**src/rtl/crc32_pkg.sv**
```systemverilog
// crc32_pkg: shared constants, types and the bytewise update function for the
// streaming CRC-32 engine (reflected Ethernet CRC-32).
//   CRC32_*_ETH   : standard Ethernet polynomial / init / xor-out / residue
//   crc32_state_t : frame-tracking state of crc32_stream
//   crc32_byte    : folds one byte into a reflected CRC register
package crc32_pkg;

  localparam logic [31:0] CRC32_POLY_ETH    = 32'hEDB88320;
  localparam logic [31:0] CRC32_INIT_ETH    = 32'hFFFFFFFF;
  localparam logic [31:0] CRC32_XOROUT_ETH  = 32'hFFFFFFFF;
  localparam logic [31:0] CRC32_RESIDUE_ETH = 32'hDEBB20E3;

  typedef enum logic {
    IDLE   = 1'b0,
    ACTIVE = 1'b1
  } crc32_state_t;

  // LSB-first (reflected) update: the byte is XORed into the low bits and
  // shifted out to the right one bit at a time.
  function automatic logic [31:0] crc32_byte(input logic [31:0] crc,
                                             input logic [7:0]  data,
                                             input logic [31:0] poly);
    logic [31:0] r;
    r = crc ^ {24'h0, data};
    for (int i = 0; i < 8; i++) begin
      r = r[0] ? ((r >> 1) ^ poly) : (r >> 1);
    end
    return r;
  endfunction

endpackage

```
**src/rtl/crc32_beat.sv**
```systemverilog
// crc32_beat: combinational CRC update for one input beat of DATA_BYTES bytes.
// Bytes with keep set are folded in ascending order; cleared bytes are skipped.
//   crc_in  : running register before the beat
//   data    : beat payload, byte 0 in bits [7:0]
//   keep    : per-byte enables
//   crc_out : running register after the beat
module crc32_beat
  import crc32_pkg::*;
#(
  parameter int          DATA_BYTES = 4,
  parameter logic [31:0] POLY       = CRC32_POLY_ETH
) (
  input  logic [31:0]             crc_in,
  input  logic [8*DATA_BYTES-1:0] data,
  input  logic [DATA_BYTES-1:0]   keep,
  output logic [31:0]             crc_out
);

  always_comb begin
    crc_out = crc_in;
    for (int k = 0; k < DATA_BYTES; k++) begin
      if (keep[k]) begin
        crc_out = crc32_byte(crc_out, data[8*k +: 8], POLY);
      end
    end
  end

endmodule

```
**src/rtl/crc32_stream.sv**
```systemverilog
// crc32_stream: multi-byte streaming CRC-32 engine with framing and length count.
// Consumes a valid/ready byte stream (DATA_BYTES per beat, byte enables, end of
// frame marker) and emits one registered CRC/length result per frame.
//   clk, rst_n        : clock, asynchronous active-low reset
//   s_valid/s_ready   : input beat handshake
//   s_data/s_keep     : beat payload and contiguous byte enables
//   s_last            : beat closes the frame
//   m_valid/m_ready   : result handshake
//   m_crc             : final CRC (register ^ XOR_OUT)
//   m_len             : frame byte count, saturating
//   m_fcs_ok          : received FCS matches, only when CRC32_CHECK_EN is defined
// Optional feature macro: CRC32_CHECK_EN (adds m_fcs_ok and the residue compare).
module crc32_stream
  import crc32_pkg::*;
#(
  parameter int          DATA_BYTES = 4,
  parameter logic [31:0] POLY       = CRC32_POLY_ETH,
  parameter logic [31:0] INIT       = CRC32_INIT_ETH,
  parameter logic [31:0] XOR_OUT    = CRC32_XOROUT_ETH,
  parameter logic [31:0] RESIDUE    = CRC32_RESIDUE_ETH,
  parameter int          LEN_WIDTH  = 16
) (
  input  logic                    clk,
  input  logic                    rst_n,
  input  logic                    s_valid,
  output logic                    s_ready,
  input  logic [8*DATA_BYTES-1:0] s_data,
  input  logic [DATA_BYTES-1:0]   s_keep,
  input  logic                    s_last,
  output logic                    m_valid,
  input  logic                    m_ready,
  output logic [31:0]             m_crc,
  output logic [LEN_WIDTH-1:0]    m_len
`ifdef CRC32_CHECK_EN
  ,
  output logic                    m_fcs_ok
`endif
);

  localparam int SUM_W = LEN_WIDTH + 5;

  crc32_state_t         state_q, state_d;
  logic [31:0]          crc_q, crc_d, crc_next;
  logic [LEN_WIDTH-1:0] cnt_q, cnt_d, cnt_next;
  logic [SUM_W-1:0]     cnt_sum;
  logic [4:0]           keep_cnt;
  logic                 m_valid_q, m_valid_d;
  logic [31:0]          m_crc_q, m_crc_d;
  logic [LEN_WIDTH-1:0] m_len_q, m_len_d;
  logic                 beat_fire;
  logic [DATA_BYTES-1:0] keep_plus1;
`ifdef CRC32_CHECK_EN
  logic                 fcs_ok_q, fcs_ok_d;
`endif

  // A pending result blocks every input beat, mid-frame ones included; this
  // keeps the datapath free of any skid storage.
  assign s_ready   = ~m_valid_q | m_ready;
  assign beat_fire = s_valid & s_ready;

  crc32_beat #(
    .DATA_BYTES (DATA_BYTES),
    .POLY       (POLY)
  ) u_beat (
    .crc_in  (crc_q),
    .data    (s_data),
    .keep    (s_keep),
    .crc_out (crc_next)
  );

  always_comb begin
    keep_cnt = '0;
    for (int k = 0; k < DATA_BYTES; k++) begin
      keep_cnt = keep_cnt + {4'b0, s_keep[k]};
    end
  end

  // Widened sum so saturation can be detected from the overflow bits.
  assign cnt_sum  = SUM_W'(cnt_q) + SUM_W'(keep_cnt);
  assign cnt_next = (|cnt_sum[SUM_W-1:LEN_WIDTH]) ? '1 : cnt_sum[LEN_WIDTH-1:0];

  always_comb begin
    state_d   = state_q;
    crc_d     = crc_q;
    cnt_d     = cnt_q;
    m_valid_d = m_valid_q & ~m_ready;
    m_crc_d   = m_crc_q;
    m_len_d   = m_len_q;
`ifdef CRC32_CHECK_EN
    fcs_ok_d  = fcs_ok_q;
`endif
    if (beat_fire) begin
      if (s_last) begin
        // Publish the result and rearm for the next frame on the same edge.
        state_d   = IDLE;
        crc_d     = INIT;
        cnt_d     = '0;
        m_valid_d = 1'b1;
        m_crc_d   = crc_next ^ XOR_OUT;
        m_len_d   = cnt_next;
`ifdef CRC32_CHECK_EN
        fcs_ok_d  = (crc_next == RESIDUE);
`endif
      end else begin
        crc_d = crc_next;
        cnt_d = cnt_next;
        // An all-zero keep beat carries no bytes and leaves the frame state alone.
        if (|s_keep) begin
          state_d = ACTIVE;
        end
      end
    end
  end

  always_ff @(posedge clk or negedge rst_n) begin
    if (!rst_n) begin
      state_q   <= IDLE;
      crc_q     <= INIT;
      cnt_q     <= '0;
      m_valid_q <= 1'b0;
      m_crc_q   <= '0;
      m_len_q   <= '0;
`ifdef CRC32_CHECK_EN
      fcs_ok_q  <= 1'b0;
`endif
    end else begin
      state_q   <= state_d;
      crc_q     <= crc_d;
      cnt_q     <= cnt_d;
      m_valid_q <= m_valid_d;
      m_crc_q   <= m_crc_d;
      m_len_q   <= m_len_d;
`ifdef CRC32_CHECK_EN
      fcs_ok_q  <= fcs_ok_d;
`endif
    end
  end

  assign m_valid = m_valid_q;
  assign m_crc   = m_crc_q;
  assign m_len   = m_len_q;
`ifdef CRC32_CHECK_EN
  assign m_fcs_ok = fcs_ok_q;
`endif

  // Enables must be a run of ones starting at byte 0 (x & (x+1) == 0).
  assign keep_plus1 = s_keep + DATA_BYTES'(1);

  a_keep_contiguous: assert property (@(posedge clk) disable iff (!rst_n)
    beat_fire |-> ((s_keep & keep_plus1) == '0));

endmodule

```
**config.mk**
```make
export PLATFORM = sky130hd
export DESIGN_NAME = crc32_stream
export DESIGN_NICKNAME = d
export VERILOG_FILES = /design/src/rtl/crc32_pkg.sv /design/src/rtl/crc32_beat.sv /design/src/rtl/crc32_stream.sv
export SDC_FILE = /design/constraint.sdc
export NUM_CORES = 1
export LEC_CHECK = 0
export ABC_AREA = 0
export CAP_MARGIN = 5
export CORE_MARGIN = 2
export CORE_UTILIZATION = 32
export CTS_CLUSTER_SIZE = 40
export DETAILED_ROUTE_END_ITERATION = 12
export PLACE_DENSITY = 0.58
export SYNTH_ARGS = -nofsm -noshare
export SYNTH_HDL_FRONTEND = slang
export SYNTH_SLANG_ARGS = --single-unit
```
**constraint.sdc**
```tcl
create_clock -name clk -period 5 [get_ports clk]
set_input_delay 0.75 -clock clk [delete_from_list [all_inputs] [get_ports clk]]
set_output_delay 0.75 -clock clk [all_outputs]
set_load 0.01 [all_outputs]
```
==> key figures, run 1 <==
Run status
  – Status: finished with violations
  – Failing checks: setup timing

Floorplanning
  – Initial core utilization: between 30% and 40%
  – # IOs: 91
  – Die area: 30300 um2
  – DIE HEIGHT: around 170 um
  – Die width: 174 um
  – Core box area: 28600 um2
  – Rows: 62

Logic synthesis
  – Area contributors post-synth: dfrtp_1 (18%), xnor2_1 (13%), xnor3_1 (10%)
  – Unique masters post-synth: 60
  – Synth Register Bits: just under 100
  – Sequential share of the synthesized area: 26.6%
  – Top cell type's share of synthesized area: 17.6%
  – Syn Area/Cell: 10.4 um2
  – Top FF cell, synth: dfrtp_1
  – Post-synth ARST share: 100%
  – Post-Synthesis Net Count: ~930
  – Synth Cell Area: a little over 9000 um2
  – Post-synth EDFFs: 0
  – Most frequent cells after synthesis: xnor2_1 (135), nand2_1 (71), nor2_1 (69)
  – Post-synth top area cell: dfrtp_1
  – Syn. warnings: 0
  – Syn Inst Count: just under 900
  – Count leader, synth: xnor2_1

Drt
  – DR DRC count: 0
  – Routed len/inst: 19.2 um
  – Via count: 7614
  – Starting DRT DRC Count: 487
  – Final wirelength: 30700 um
  – DR pass1 iterations: 5
  – ANT nets after route: 0
  – Via/cell ratio: 4.76

STA
  – Final Hold Vio Count: 0
  – Fin crit share: 100%
  – Max-slew violation count: 0
  – Fmax: 200 MHz
  – RSZ-0062 raised after global routing: true
  – Worst setup slack after layout: -0.00410 ns
  – Slew @ Worst Pin: 1.11 ns
  – Clk_skew: 0.00754 ns
  – Total negative slack: -0.00410 ns
  – Min cycle time layout: 5.00 ns
  – Fin Hold WS: 0.389 ns
  – Setup Viol. Count Final: 1
  – Relative slew slack: around a quarter

Hold path
  – HP Class: input pin to async pin

Finish
  – Diodes inserted: 0
  – Fraction of layout cells with a size suffix above 1: 38.1%
  – Area Overhead vs Synth: 48.1%
  – NumNets Final: around 1300
  – FILL cells: ~2600
  – Finished Core Util: 47.9%

Worst setup path
  – Reg2Reg Setup Slack: approximately 0.010 ns
  – Crit path kind: input pin to flip-flop
  – Crit start category: input pin
  – WP data required: 5.23 ns
  – CP Capture Type: flip-flop
  – CP Data Arrival Time: between 5 and 6 ns
  – Worst-path fanout max: 7

GRT
  – Met3 Usage GRT: between 3 and 4%
  – Met1 usage in global routing: ~27%
  – Initial antenna violation count: 0
  – Layer with the highest usage: met2
  – Total GRT Usage: 20.3%
  – Largest net degree at the start of global routing: 57
  – Vias in the first global route: 7838
  – M2 GR Usage: 33.4%
  – First-pass GRT wire length: 46800 um
  – Total grt overflow: 0

Clocking
  – CTS clock-pin slew for the worst setup and hold paths: about 0.070 ns
  – Max Root-Sink Buffers: 2
  – Root Driver: clkbuf_16
  – Clk_lat worst skew: ~0.34 ns
  – CTS Hold Buffers Added: 0
  – Clock Sinks: 97
  – H-tree depth: 3
  – CTS tree: yes
  – Clock buffer count from CTS: 9

Placement
  – Final Wtd Congestion: 0.898
  – Hpwl dp: approximately 24000 um
  – Buffers on Ports: 90
  – Pre-CTS setup slack: -0.943 ns

Job
  – Max-Cap Viols: 0
==> metal layers <==
metal / wire (um) / share of wire [%]
met1: 13500 / 44
met5: 0 / 0
met2: 14700 / 48
met4: 1200 / 3.9
met3: 1360 / 4.4
==> cell type report <==
class	instances	area (um2)	area share, %
multi-input cells	725	7320	53.4
well taps	384	480	3.50
repair buffers	356	3060	22.3
inverters	21	78.8	0.575
clock buffers	11	243	1.77
clock inverters	5	63.8	0.465
flip-flops and latches	97	2470	18.0
==> metrics by stage <==
step / cell area, um2 / std cells
6_report: 13700 / 1599
2_1_floorplan: 9560 / 888
5_1_grt: 13700 / 1599
3_5_place_dp: 12500 / 1538
3_3_place_gp: 12500 / 1538
4_1_cts: 13300 / 1579
==> placed cells by master (no fill, tap or decap), types with 4 or more instances in the layout <==
master and n:
xnor3_2 4, a21o_1 6, xor2_2 8, a21oi_2 7, mux2i_4 11, o21ai_0 38, dfrtp_1 65, mux2i_1 47
nand2b_1 5, a21oi_1 46, xnor3_1 39, buf_12 9, dfstp_2 32, xnor2_1 112, mux2_4 11, clkbuf_16 9
xor2_4 13, and3_1 4, nand3_1 7, buf_6 23, nand2_1 70, mux2_2 13, xor3_1 13, inv_1 20
xor2_1 52, clkdlybuf4s50_1 77, xnor2_4 21, nor2_1 68, mux2i_2 8, a31oi_1 16, buf_2 5, xnor2_2 24
o21ai_1 12, o22a_1 22, buf_4 236
==> kinds of logic after synthesis <==
kind of cell | Yosys count | share of synthesized area (%)
AOI/OAI and AO/OA | 169 | 11.2
xor gates and xnor gates | 286 | 39.1
adders and majority gates | 4 | 0.783
buffers and inverters | 66 | 2.73
DFF | 97 | 26.6
muxes | 90 | 11.3
and+or+nand+nor | 176 | 8.25
==> worst max-delay path: stages <==
cell	delay, ns
dlygate4sd2_1	0.27
buf_4	0.16
xnor2_4	0.17
xnor3_1	0.23
mux2_4	0.32
xnor3_1	0.39
buf_6	0.16
xnor3_1	0.37
mux2i_4	0.18
xnor3_2	0.47
xnor3_1	0.24
a21oi_4	0.27
xor2_4	0.18
buf_12	0.15
xor2_4	0.27
buf_6	0.15
xor3_1	0.34
nand2_1	0.09
a21oi_1	0.06
==> sequential cells by signal, summed over array words and instances, names as in the netlist <==
register	count
m_len	16
cnt_q	16
m_valid	1
crc_q	32
m_crc	32
==> what timing repair did <==
item / in CTS / in global routing
pin swaps: 41 / 26
setup buffers: 25 / 22
gates resized for setup: 70 / 60
endpoints found under the hold margin: 0 / 0
setup endpoints to repair: 59 / 54
==> path summary, 6_finish.rpt <==
| check | startpoint | end | depth (start not counted) |
|---|---|---|---|
| setup / recovery | s_data[5] | m_crc[24]$_DFFE_PN0P_ | 19 |
| hold / removal | rst_n | m_len[8]$_DFFE_PN0P_ | 1 |
| setup reg to reg | crc_q[2]$_DFFE_PN1P_ | m_crc[18]$_DFFE_PN0P_ | 18 |
| hold reg to reg | m_len[14]$_DFFE_PN0P_ | m_len[14]$_DFFE_PN0P_ | 2 |
| max in group asynchronous | rst_n | m_crc[10]$_DFFE_PN0P_ | 2 |
| min in group clk | m_len[14]$_DFFE_PN0P_ | m_len[14]$_DFFE_PN0P_ | 2 |
Power of run 1 is left out: the tool's default activity adds up to more than one toggle a clock period on the data nets, which glitch-free logic cannot reach.
==> run 2, diff against run 1 <==
--- a/config.mk
+++ b/config.mk
@@ -8,10 +8,10 @@
 export ABC_AREA = 0
 export CAP_MARGIN = 5
 export CORE_MARGIN = 2
-export CORE_UTILIZATION = 32
+export CORE_UTILIZATION = 53
 export CTS_CLUSTER_SIZE = 40
 export DETAILED_ROUTE_END_ITERATION = 12
-export PLACE_DENSITY = 0.58
+export PLACE_DENSITY = 0.84
 export SYNTH_ARGS = -nofsm -noshare
 export SYNTH_HDL_FRONTEND = slang
 export SYNTH_SLANG_ARGS = --single-unit
==> run 2 against run 1 <==
Highest routed layer unchanged. Worst hold slack gained 0.040 ns. Via count increased by 13%. Utilization increased by 32 points. Routed wire length rose by 11%. Critical path type is now flip-flop to flip-flop. The run still ends with setup timing left. Worst setup slack worse by 0.30 ns. Largest cell class unchanged. Global-route usage up 14 points. First-iteration DRC count grew 96%.
==> key figures, run 2 (synthesis gave the netlist of run 1 again) <==
Placement
  – Final Wtd Congestion: 0.987
  – Hpwl dp: 22300 um
  – Buffers on Ports: 90

GRT
  – Total GRT Usage: 34.6%
  – Largest net degree at the start of global routing: 54
  – First-pass GRT wire length: 47900 um
  – Initial antenna violation count: 0
  – Total grt overflow: 0
  – Vias in the first global route: 8392

Finish
  – Commonest cells after routing, fill and taps aside: buf_4 (235), xnor2_1 (107), clkdlybuf4s50_1 (77)
  – Fraction of layout cells with a size suffix above 1: between 30% and 40%
  – NumNets Final: 1262
  – FILL cells: ~940
  – Most common cell after layout, fill and taps aside: buf_4
  – Area Overhead vs Synth: 47.5%
  – Diodes inserted: 0

Clocking
  – H-tree depth: 3
  – Clk_lat worst skew: between 0.3 and 0.4 ns
  – Root Driver: clkbuf_16
  – Clock Sinks: 97
  – Max Root-Sink Buffers: 2
  – CTS clock-pin slew for the worst setup and hold paths: roughly 0.08 ns
  – CTS Hold Buffers Added: 0
  – Clock buffer count from CTS: 9
  – CTS tree: yes

Drt
  – Starting DRT DRC Count: 955
  – Via count: 8598
  – Via/cell ratio: slightly below 6
  – DR pass1 iterations: 6
  – Final wirelength: about 34000 um
  – Routed len/inst: approximately 24 um
  – ANT nets after route: 0
  – DR DRC count: 0

Worst setup path
  – Reg2Reg Setup Slack: -0.30 ns
  – CP Data Arrival Time: 5.55 ns
  – Worst-path fanout max: 4
  – R2R depth: 18
  – Crit start category: flip-flop
  – Crit path kind: flip-flop to flip-flop
  – CP Capture Type: flip-flop
  – WP data required: roughly 5.3 ns

Floorplanning
  – # IOs: 91
  – Initial core utilization: 53.9%
  – DIE HEIGHT: approximately 140 um
  – Die area: 18600 um2
  – Rows: 48
  – Die width: ~140 um
  – Core box area: 17200 um2

STA
  – Max-slew violation count: 0
  – Worst setup slack after layout: -0.301 ns
  – Fin crit share: 106%
  – Relative slew slack: ~22%
  – Fmax: between 150 and 200 MHz
  – RSZ-0062 raised after global routing: true
  – Slew @ Worst Pin: 1.16 ns
  – Total negative slack: -5.63 ns
  – Final Hold Vio Count: 0
  – Min cycle time layout: 5.30 ns
  – Setup Viol. Count Final: 48
  – Fin Hold WS: 0.429 ns
  – Clk_skew: 0.0100 ns

Run status
  – Status: finished with violations
  – Failing checks: setup timing

Hold path
  – HP Class: input pin to async pin

Job
  – Max-Cap Viols: 0
run 2: repair_timing:
action,4_1_cts,5_1_grt
buffers inserted,44,32
gates cloned,0,0
pin swaps,45,62
endpoints found under the setup margin,61,59
resized for setup,65,84
run 2: cell type report:
cell class / count / area [um2] / area share (%)
Clock buffer: 9 / 225 / 1.65
Clock inverter: 7 / 77.6 / 0.568
Inverter: 21 / 78.8 / 0.577
Multi-Input combinational cell: 725 / 7400 / 54.2
Sequential cell: 97 / 2470 / 18.1
Tap cell: 225 / 282 / 2.06
Timing Repair Buffer: 363 / 3130 / 22.9
run 2: critical path, cell delays in order, from the launching register on:
cell and delay (ns):
dfstp_2 0.60, xnor3_1 0.44, xnor3_1 0.41, mux2i_4 0.24, xnor2_2 0.16, xor2_1 0.24, xnor3_1 0.40, mux2i_4 0.29
xnor3_2 0.43, a21boi_1 0.15, a2111o_1 0.49, buf_6 0.20, xnor2_4 0.20, buf_4 0.15, xnor2_1 0.12, xnor2_1 0.14
mux2i_1 0.13, buf_4 0.20, o21ai_1 0.20
run 2: per-layer routing:
metal  track usage, %  part of all wire [%]  up-vias
li1                 -                     -     3689
met4             16.0                   5.9        0
met2             57.4                    49      540
met5                0                     0        -
met1             44.8                    37     4204
met3             5.15                   8.0      165
run 2: worst paths after layout:
path	startpoint	end
max	crc_q[11]$_DFFE_PN1P_	m_crc[14]$_DFFE_PN0P_
min	rst_n	m_crc[26]$_DFFE_PN0P_
max reg2reg	crc_q[11]$_DFFE_PN1P_	m_crc[14]$_DFFE_PN0P_
min reg2reg	m_crc[31]$_DFFE_PN0P_	m_crc[31]$_DFFE_PN0P_
max in group asynchronous	rst_n	m_crc[12]$_DFFE_PN0P_
min in group clk	m_crc[31]$_DFFE_PN0P_	m_crc[31]$_DFFE_PN0P_
run 2: stage by stage:
stage	instances	worst slack, ns	util, %	cell area, um2
after global routing	1447	-0.382	79.5	13700
after global placement	1369	-0.772	71.0	12200
after floorplan	888	-0.150	-	9560
final	1447	-0.301	79.5	13700
after detailed placement	1369	-0.910	71.0	12200
after CTS	1428	-0.00656	76.0	13100
Power of run 2 is left out for the same reason.
